**src/rtl/output_vc_credit_tracker.sv**
```systemverilog
// Output-port VC state (FREE/ACTIVE/DRAIN) and per-VC downstream credit tracking.
// Latency: state and credit updates land one cycle after the request; outputs decode registered state.
// Backpressure: none; illegal allocs/sends and credit overflow are dropped and flag sticky err.
//
// Ports:
//   clk, rst (async, active-low)      clock and reset
//   alloc_req                         VC allocator claims the offered free VC
//   free_vc_valid / free_vc_idx       round-robin FREE VC offer
//   send_valid / send_vc / send_tail  departing flit
//   credit_valid / credit_vc          credit returned by the downstream router
//   credit_cnt                        per-VC credits, VC v at [v*CW +: CW]
//   vc_active / can_send / err        per-VC status and sticky protocol error
//
// Optional feature macro: CREDIT_ATOMIC_EN. When defined, a tail send parks the VC
// in DRAIN until all of its downstream credits have come back.
module output_vc_credit_tracker #(
    parameter int NUM_VC     = 4,
    parameter int VC_IDX_W   = 2,
    parameter int CREDIT_MAX = 4,
    parameter int CW         = 3
) (
    input  logic                 clk,
    input  logic                 rst,
    input  logic                 alloc_req,
    output logic                 free_vc_valid,
    output logic [VC_IDX_W-1:0]  free_vc_idx,
    input  logic                 send_valid,
    input  logic [VC_IDX_W-1:0]  send_vc,
    input  logic                 send_tail,
    input  logic                 credit_valid,
    input  logic [VC_IDX_W-1:0]  credit_vc,
    output logic [NUM_VC*CW-1:0] credit_cnt,
    output logic [NUM_VC-1:0]    vc_active,
    output logic [NUM_VC-1:0]    can_send,
    output logic                 err
);

    typedef enum logic [1:0] {
        VC_FREE   = 2'd0,
        VC_ACTIVE = 2'd1,
        VC_DRAIN  = 2'd2
    } vc_state_e;

    localparam logic [CW-1:0] CMAX = CW'(CREDIT_MAX);

    vc_state_e            state_q  [NUM_VC];
    vc_state_e            state_d  [NUM_VC];
    logic [CW-1:0]        credit_q [NUM_VC];
    logic [CW-1:0]        credit_d [NUM_VC];
    logic [VC_IDX_W-1:0]  rr_q, rr_d;
    logic                 err_q, err_d;

    logic [VC_IDX_W-1:0]  cand_idx;
    logic                 legal_send;
    logic                 alloc_fire;
    logic [NUM_VC-1:0]    dec;
    logic [NUM_VC-1:0]    inc;

    // Status outputs decode registered state only.
    for (genvar v = 0; v < NUM_VC; v++) begin : g_out
        assign credit_cnt[v*CW +: CW] = credit_q[v];
        assign vc_active[v]           = (state_q[v] == VC_ACTIVE);
        assign can_send[v]            = (state_q[v] == VC_ACTIVE) && (credit_q[v] != '0);
    end
    assign err = err_q;

    // Round-robin free-VC search starting at rr_q, first hit wins.
    always_comb begin
        free_vc_valid = 1'b0;
        free_vc_idx   = '0;
        cand_idx      = '0;
        for (int k = 0; k < NUM_VC; k++) begin
            cand_idx = VC_IDX_W'((int'(rr_q) + k) % NUM_VC);
            if (!free_vc_valid && state_q[cand_idx] == VC_FREE) begin
                free_vc_valid = 1'b1;
                free_vc_idx   = cand_idx;
            end
        end
    end

    always_comb begin
        legal_send = send_valid && can_send[send_vc];
        alloc_fire = alloc_req && free_vc_valid;
        err_d      = err_q;
        rr_d       = rr_q;
        dec        = '0;
        inc        = '0;

        if (alloc_req && !free_vc_valid) err_d = 1'b1;
        if (send_valid && !can_send[send_vc]) err_d = 1'b1;
        if (alloc_fire) rr_d = VC_IDX_W'((int'(free_vc_idx) + 1) % NUM_VC);

        for (int v = 0; v < NUM_VC; v++) begin
            state_d[v]  = state_q[v];
            credit_d[v] = credit_q[v];
            dec[v]      = legal_send && (send_vc == VC_IDX_W'(v));
            inc[v]      = credit_valid && (credit_vc == VC_IDX_W'(v));

            // A return onto a full counter is an overflow even if a send
            // on the same VC would have made room; the count stays saturated.
            if (inc[v]) begin
                if (credit_q[v] == CMAX) err_d = 1'b1;
                else if (!dec[v]) credit_d[v] = credit_q[v] + CW'(1);
            end else if (dec[v]) begin
                credit_d[v] = credit_q[v] - CW'(1);
            end

            case (state_q[v])
                VC_FREE: begin
                    if (alloc_fire && free_vc_idx == VC_IDX_W'(v)) state_d[v] = VC_ACTIVE;
                end
                VC_ACTIVE: begin
                    if (dec[v] && send_tail) begin
`ifdef CREDIT_ATOMIC_EN
                        state_d[v] = (credit_d[v] == CMAX) ? VC_FREE : VC_DRAIN;
`else
                        state_d[v] = VC_FREE;
`endif
                    end
                end
                VC_DRAIN: begin
                    // Released the cycle after the registered count reads full.
                    if (credit_q[v] == CMAX) state_d[v] = VC_FREE;
                end
                default: state_d[v] = VC_FREE;
            endcase
        end
    end

    always_ff @(posedge clk or negedge rst) begin
        if (!rst) begin
            for (int v = 0; v < NUM_VC; v++) begin
                state_q[v]  <= VC_FREE;
                credit_q[v] <= CMAX;
            end
            rr_q  <= '0;
            err_q <= 1'b0;
        end else begin
            for (int v = 0; v < NUM_VC; v++) begin
                state_q[v]  <= state_d[v];
                credit_q[v] <= credit_d[v];
            end
            rr_q  <= rr_d;
            err_q <= err_d;
        end
    end

endmodule
```
**config.mk**
```make
export PLATFORM = sky130hd
export DESIGN_NAME = output_vc_credit_tracker
export DESIGN_NICKNAME = d
export VERILOG_FILES = /design/src/rtl/output_vc_credit_tracker.sv
export SDC_FILE = /design/constraint.sdc
export NUM_CORES = 1
export LEC_CHECK = 0
export CAP_MARGIN = 10
export CORE_MARGIN = 5
export CORE_UTILIZATION = 40
export DETAILED_ROUTE_END_ITERATION = 7
export GPL_TIMING_DRIVEN = 0
export PLACE_DENSITY = 0.66
export SLEW_MARGIN = 20
export SYNTH_ARGS = -nofsm -noshare
export SYNTH_HDL_FRONTEND = slang
export SYNTH_SLANG_ARGS = --single-unit
export TNS_END_PERCENT = 1
```
**constraint.sdc**
```tcl
create_clock -name clk -period 3.3 [get_ports clk]
set_input_delay 0.495 -clock clk [delete_from_list [all_inputs] [get_ports clk]]
set_output_delay 0.495 -clock clk [all_outputs]
set_load 0.05 [all_outputs]
```
Yosys cells after proc, flatten, opt, wreduce, memory -nomap -nowiden
Index checks and enable logic that the tools add are counted.
Word-level totals
  register bits after elaboration: 23
  input port bits: 10
  output and inout port bits: 24
  word-level logic and storage cells: 195
Operators by class
  add/sub/neg operators: 12
  order comparisons: 5
  equal/unequal tests: 41
  mux-type cells: 64
  bitwise logic cells: 4
  reduce and logical (&&, ||, !) cells: 59
Operators with widths (count)
  $mux 2: 24
  $mux 3: 16
  $ne 2x2->1 const B: 16
  $logic_and 1x1->1: 27
  $pmux 2 s3: 4
  $reduce_and 3->1: 8
  $logic_not 2->1: 11
  $eq 2x2->1 const B: 10
  $bmux 2 s2: 4
  $mux 1: 15
  $eq 2x1->1 const B: 7
  $add 3x1->3 const B: 4
  $eq 3x3->1 const B: 4
  $ge 3x3->1 const B: 4
  $not 2->3: 4
  $reduce_bool 3->1: 4
  $sub 3x1->3 const B: 4
  $ne 2x1->1 const B: 4
  $reduce_bool 2->1: 4
  $logic_not 1->1: 5
  $add 2x1->2 const B: 2
  $add 2x2->2 const B: 2
  $lt 2x3->1 const B: 1
  $bmux 1 s2: 1

Depth between registers and ports, before layout
Gate-level depths: netlist of run 1.
  depth after elaboration: 27
  gate-level depth with buffers: 8
  mapped depth without buffers: 7

Worst setup path after synthesis of run 1
No wires, ideal clock.
  kind: register -> register
  from: register state_q[0] (netlist name)
  to: register state_q[4] (netlist name)
  library setup time: 0.125 ns
  arrival time: 2.400 ns
  required time: 3.175 ns
  slack: 0.775 ns
  stages on the path, launching flop included: 8
  path buffers: 0
  period minus slack after synthesis: 2.525 ns
  path through: dfrtp_1 nand2_1 nand2_1 a32oi_1 inv_1 ha_1 a21oi_1 a21oi_1
Between the ends
  longest elaborated chain between the ends: 18
  elaborated cells between the ends (all ways): 43
  classes of those cells: eq/ne: 4; mux: 22; reduce/logical: 17
Ends and longest elaborated chain
  start, declared: line 46  | vc_state_e state_q [NUM_VC];
  start signal, assigned by index: line 140  | state_q[v] <= state_d[v];
  $bmux 2 s2: line 74  | if (!free_vc_valid && state_q[cand_idx] == VC_FREE) begin
  $mux 2 (not written as such) (2 in a row): line 74
  $logic_not 2->1: line 74
  $mux 1: line 74
  $logic_not 1->1: line 74
  $logic_and 1x1->1: line 74
  $mux 1: line 74
  $logic_not 1->1: line 74
  (+2 left out)
  $logic_not 1->1: line 74
  $logic_and 1x1->1: line 74
  $mux 2 (*): line 74
  net free_vc_idx[1]: line 26  | output logic [VC_IDX_W-1:0] free_vc_idx,
  $eq 2x1->1 (*): line 110  | if (alloc_fire && free_vc_idx == VC_IDX_W'(v)) state_d[v] = VC_ACTIVE;
  $logic_and 1x1->1 (*): line 110
  $ne 2x2->1 (no source line) (*)
  $reduce_and 3->1 (no source line) (*)
Mark *: on every way through the listed nets, which the timed path passes. The rest lies on a longest branch. The select of a mux whose other input is x is not followed.
A chain may end at the register's enable or synchronous reset.

Worst setup path in the final report of run 1
  from: register state_q[0] (netlist name)
  to: output port free_vc_idx[1]
Between the ends
  longest elaborated chain between the ends: 14
  elaborated cells between the ends (all ways): 29
  classes of those cells: mux: 19; reduce/logical: 10
Ends and longest elaborated chain (line)
  $bmux 2 s2: 74
  $mux 2 (not written as such) (2 in a row): 74
  $logic_not 2->1: 74
  $mux 1: 74
  $logic_not 1->1: 74
  $logic_and 1x1->1: 74
  $mux 1: 74
  $logic_not 1->1: 74
  $logic_and 1x1->1: 74
  $mux 1: 74
  $logic_not 1->1: 74
  $logic_and 1x1->1: 74
  $mux 2 (*): 74
  end, declared: 26
Mark *: on every way between the ends. The rest lies on a longest branch, timed or not. The select of a mux whose other input is x is not followed.

==> results.cfg, run 1 <==
[clock_network]
htreeDepth = 1
cts_resized = 0
clock-root-buffer = clkbuf_8
cts_hold_buf = 0
numCtsBuffers = 3
cts_setup_buffers = 0
clk_pin_slew_ns = 0.08
clockBufferDepth = 2
clock-sinks = 19
tritoncts = done
insertion_delay_ns = 0.26

[grt]
grt_max_degree = 20
overflow = 0
track_usage_pct = 14.3
grt_pass1_wl_mm = 6.11
antenna_found_initial = 0
grt_pass1_vias = 1359

[critical_path]
crit_type = reg2out
worst_setup_path_start_kind = flip-flop
cp_data_required_time_ns = 2.80
worst-path-max-fanout = 8
worstSetupEndpointType = output pin
critPathTopFamily = buffers and inverters
crit_arrival_ns = 2.19
path_cells = nand2_1, nand2_1, a32oi_1, clkdlybuf4s50_1
slowest_stage = clkdlybuf4s50_1
critPathMaxStageDelay_ns = 0.88
critPathBufInv = 1
critical_path.most_common_cell = nand2_1

[cells_and_area]
drive_gt1_share_pct = 15.4
nFillCells = 359
syn2layout_area_growth_pct = 26.9
layout.cells.non_filler = 249
n_antenna_cell = 0
nets = 220

[die]
die_w_um = 72.2
start_util_pct = 41.7
core_area_sq_um = 3720
floorplan.rows = 22
die-area_sq_um = 5220
ios = 34
die_y_um = 72.2

[worst_hold_path]
hold_path.class = in2reg

[sta]
timing.final.crit_period_ns = 2.68
final_min_period_over_clock_period_pct = 81.3
relSlewSlack_pct = 40.5
fin_tns_setup_ns = 0
fmax_mhz = 373
worstMarginPinSlew_ns = 0.890
slew_viol_final = 0
setup_violations = 0
fin_skew_ns = 0.00357
rsz0062_at_grt = no
hold_viol = 0

[detailed_routing]
postRouteAntennaNets = 0
vias = 1377
drt_wl_total_mm = 3.65
wl_met1_mm = 1.75
dr.pass1.iters = 4
wl_met3_um = 158
wl_met2_mm = 1.68
via_per_inst = 5.53
route.detailed.wl_per_inst_um = 14.7
drtIter0Drc = 26
drcViolationCount = 0
highest_layer = met4

[logic_synthesis]
syn_inst = 166
ys_warn_count = 0
netlist_area_sq_um = 1550
synth-edff-count = 0
syn-num-nets = 184
ys_types = 50
dominantRegCellSynth = dfrtp_1
async_flop_share_pct = 100
seq_area_frac_synth_pct = 31.0
synth.avg_cell_area_sq_um = 9.33
ys_seq_elements = 19

[placed_design]
place_inst = 245
port_buffers = 31
gp_congestion = 0.857
dp_hpwl_mm = 2.82

[flow_run]
cap_violations = 0

[run_status]
status = finished, final reports clean
area by class of cell:
type	count	area (sq um)	area share, %
inverters	18	67.6	3.44
plain buffers	5	31.3	1.59
clock inverters	1	5.00	0.255
flip-flops and latches	19	480	24.4
well taps	48	60.1	3.06
multi-input cells	124	970	49.3
clock buffers	3	41.3	2.10
repair buffers	31	310	15.8
synthesized netlist by cell type (2+ instances only):
library cell | count | area share (%)
a21boi_0 | 2 | 0.97
a21oi_1 | 15 | 4.8
mux2_2 | 4 | 2.9
o31ai_4 | 3 | 4.1
mux2i_1 | 9 | 5.8
nor2b_1 | 2 | 0.81
inv_1 | 14 | 3.4
nand3b_1 | 2 | 0.97
fa_1 | 4 | 5.2
nand3_1 | 2 | 0.65
ha_1 | 4 | 3.2
inv_2 | 4 | 0.97
and3b_1 | 3 | 1.7
nor3b_1 | 2 | 0.97
nor2_2 | 2 | 0.81
nor2_1 | 8 | 1.9
a31oi_1 | 2 | 0.81
xnor2_1 | 4 | 2.3
o211ai_1 | 2 | 0.97
nand2b_1 | 3 | 1.2
nand2_1 | 10 | 2.4
dfrtp_1 | 15 | 24
o22ai_1 | 7 | 2.8
buf_2 | 4 | 1.3
dfstp_2 | 4 | 6.8
and3_1 | 2 | 0.81
o21ai_0 | 6 | 1.9
nand4_1 | 3 | 1.2
o41ai_1 | 2 | 1.1
and4_1 | 2 | 1.1
logic make-up after synthesis:
kind of cell,synth area share (%)
compound gates,24.4
mux,8.72
flops,31.0
xor+xnor,2.26
fa+ha+maj,8.40
simple gates,18.8
buf+inv,6.38
sequential cells by signal, indices dropped and copies added (netlist names):
register	count
err	1
rr_q	2
state_q	4
credit_cnt	12
per-stage QoR:
stage / hold slack, ns / setup slack, ns / utilization, % / cell area, sq um
final: 0.545 / 0.618 / 52.9 / 1970
after global routing: 0.550 / 0.430 / 52.9 / 1970
after CTS: 0.538 / 0.619 / 52.9 / 1970
after detailed placement: 0.539 / 0.778 / 51.6 / 1920
after global placement: 0.525 / 0.840 / 51.6 / 1920
after floorplan: 0.199 / 0.775 / - / 1550
per-layer routing:
| metal | vias to the layer above | track usage, % |
|---|---|---|
| met5 | - | 0 |
| met4 | 0 | 6.05 |
| met3 | 6 | 2.22 |
| met2 | 29 | 23.0 |
| met1 | 660 | 19.0 |
| li1 | 682 | - |
worst paths after layout:
| path | start | end | slack [ns] | cells after the start |
|---|---|---|---|---|
| worst max-delay path | state_q[0]$_DFFE_PN0P_ | free_vc_idx[1] | 0.62 | 4 |
| worst min-delay path | send_vc[1] | state_q[2]$_DFFE_PN0P_ | 0.54 | 2 |
| worst max register to register | state_q[2]$_DFFE_PN0P_ | state_q[0]$_DFFE_PN0P_ | 1.63 | 6 |
| worst min register to register | credit_cnt[5]$_DFFE_PN1P_ | credit_cnt[5]$_DFFE_PN1P_ | 0.55 | 2 |
| max in group asynchronous | rst | credit_cnt[3]$_DFFE_PN0P_ | 2.02 | 1 |
| min in group asynchronous | rst | rr_q[1]$_DFFE_PN0P_ | 0.73 | 1 |
cell usage in the layout (no fill, tap or decap), types with 4 or more instances in the layout:
master           netlist  final
dfstp_2                4      4
inv_1                 14     14
a21oi_1               15     15
ha_1                   4      4
inv_2                  4      4
dfrtp_1               15     15
xnor2_1                4      4
buf_2                  4      4
fa_1                   4      4
nor2_1                 8      8
mux2_2                 4      4
clkdlybuf4s50_1        0     31
o22ai_1                7      7
mux2i_1                9      9
o21ai_0                6      6
nand2_1               10     10
Power of run 1 is left out: the tool's default activity adds up to more than one toggle a clock period on the data nets, which glitch-free logic cannot reach.
==> run 2: changes to the inputs <==
PLACE_DENSITY = 0.68   (was 0.66)
clock period = 2.45 ns   (was 3.3 ns; I/O delays follow)
==> run 2 against run 1 <==
Compared with the run above:
- setup slack worse by 0.52 ns
- via count up 0.65%
- final area up 0.19%
- non-clock buffer count unchanged
- utilization grew 0.10 points
- worst hold slack worse by 0.12 ns
- die area stayed put
- register-to-register slack got worse by 0.89 ns
- clock skew decreased by 0.0013 ns
- cell count stayed put
- wire length up 1.6%
- global-route usage rose by 0.85 points
- critical endpoint is now can_send[2]
- largest cell class unchanged
- highest routed layer unchanged
==> results.cfg, run 2 (synthesis results as in run 1) <==
[sta]
fin_ws_ns = 0.100
fin_tns_setup_ns = 0
timing.final.crit_period_ns = 2.35
setup_violations = 0
final_min_period_over_clock_period_pct = 95.9
worstMarginPinSlew_ns = 0.914
slew_viol_final = 0
fmax_mhz = 426
hold_viol = 0
rsz0062_at_grt = no
relSlewSlack_pct = 38.9
fin_skew_ns = 0.00227

[worst_hold_path]
hold_depth = 2
hold_path.class = in2reg
hold_end = state_q[2]$_DFFE_PN0P_
holdCritStartpoint = send_vc[1]

[cells_and_area]
seq_area_sq_um = 480
nets = 220
layout_common_cells = clkdlybuf4s50_1, a21oi_1, dfrtp_1
largest_register_ffs = 12
drive_gt1_share_pct = 15.4
syn2layout_area_growth_pct = 27.1
mostFrequentLayoutCell = clkdlybuf4s50_1
layout.cells.non_filler = 249
multi_input_area_sq_um = 977
nFillCells = 344
n_antenna_cell = 0

[detailed_routing]
dr.pass1.iters = 4
via_per_inst = 5.57
vias = 1386
drcViolationCount = 0
drt_wl_total_mm = 3.71
route.detailed.wl_per_inst_um = 14.9
postRouteAntennaNets = 0
drtIter0Drc = 45

[critical_path]
worst-path-max-fanout = 9
worstRegToRegCells = 6
crit_type = reg2out
rrSetupSlack_ns = 0.74
worstSetupEndpointType = output pin
crit_arrival_ns = 1.98
worst_setup_path_start_kind = flip-flop
rr_endpoint = state_q[4]$_DFFE_PN0P_
r2r_start = state_q[0]$_DFFE_PN0P_
critical_path.startpoint = credit_cnt[8]$_DFFE_PN1P_
cp_data_required_time_ns = 2.08

[placed_design]
post-place-ws_ns = 0.0499
dp_hpwl_mm = 2.92
port_buffers = 31
gp_congestion = 0.894
place_inst = 245

[grt]
track_usage_pct = 15.1
grt_max_degree = 20
antenna_found_initial = 0
grt_pass1_wl_mm = 6.42
grt_pass1_vias = 1382
overflow = 0

[die]
core_area_sq_um = 3720
floorplan.rows = 22
start_util_pct = 41.7
die_y_um = 72.2
ios = 34
die_w_um = 72.2
die-area_sq_um = 5220

[clock_network]
tritoncts = done
insertion_delay_ns = 0.26
htreeDepth = 1
cts_resized = 2
clock-root-buffer = clkbuf_8
clock-sinks = 19
cts_setup_buffers = 0
clockBufferDepth = 2
clk_pin_slew_ns = 0.07
cts_hold_buf = 0
numCtsBuffers = 3

[run_status]
status = finished, final reports clean

[flow_run]
cap_violations = 0
[run 2: changes by cell type in the layout (fill, tap and decap cells not counted), sizes merged]
cell,previous run,this run
clkdlybuf4s50,31,29
dlygate4sd2,0,2
clkbuf,3,4
clkinv,1,0
[run 2: cell type report]
class | count | share of cell area (%)
plain buffers | 5 | 1.59
inverters | 18 | 3.43
flip-flops and latches | 19 | 24.4
well taps | 48 | 3.05
multi-input cells | 124 | 49.6
repair buffers | 31 | 15.6
clock buffers | 4 | 2.29
[run 2: layer usage]
| layer | up-vias | wire length (um) | GRT usage (%) |
|---|---|---|---|
| met2 | 32 | 1760 | 24.9 |
| met1 | 662 | 1720 | 20.1 |
| li1 | 687 | - | - |
| met3 | 5 | 181 | 2.77 |
| met5 | - | 0 | 0 |
| met4 | 0 | 47 | 4.80 |
[run 2: metrics by stage]
step                hold WS [ns]  area [sq um]  util [%]
floorplan                 0.0719          1560         -
global placement           0.523          1930      51.9
detailed placement         0.541          1930      51.9
CTS                        0.423          1970      53.0
global route               0.430          1970      53.0
finish                     0.424          1970      53.0
[run 2: worst max-delay path: stages (launching register included)]
cell and delay, ns:
dfstp_2 0.53, buf_2 0.20, o31ai_4 0.10, inv_2 0.09, clkdlybuf4s50_1 0.80
[run 2: worst max-delay path by stage]
stage,endpoint
final,can_send[2]
after global routing,free_vc_idx[0]
after CTS,can_send[2]
after detailed placement,credit_cnt[8]$_DFFE_PN1P_
after global placement,credit_cnt[8]$_DFFE_PN1P_
after floorplan,rr_q[0]$_DFFE_PN0P_
Power of run 2 is left out for the same reason.
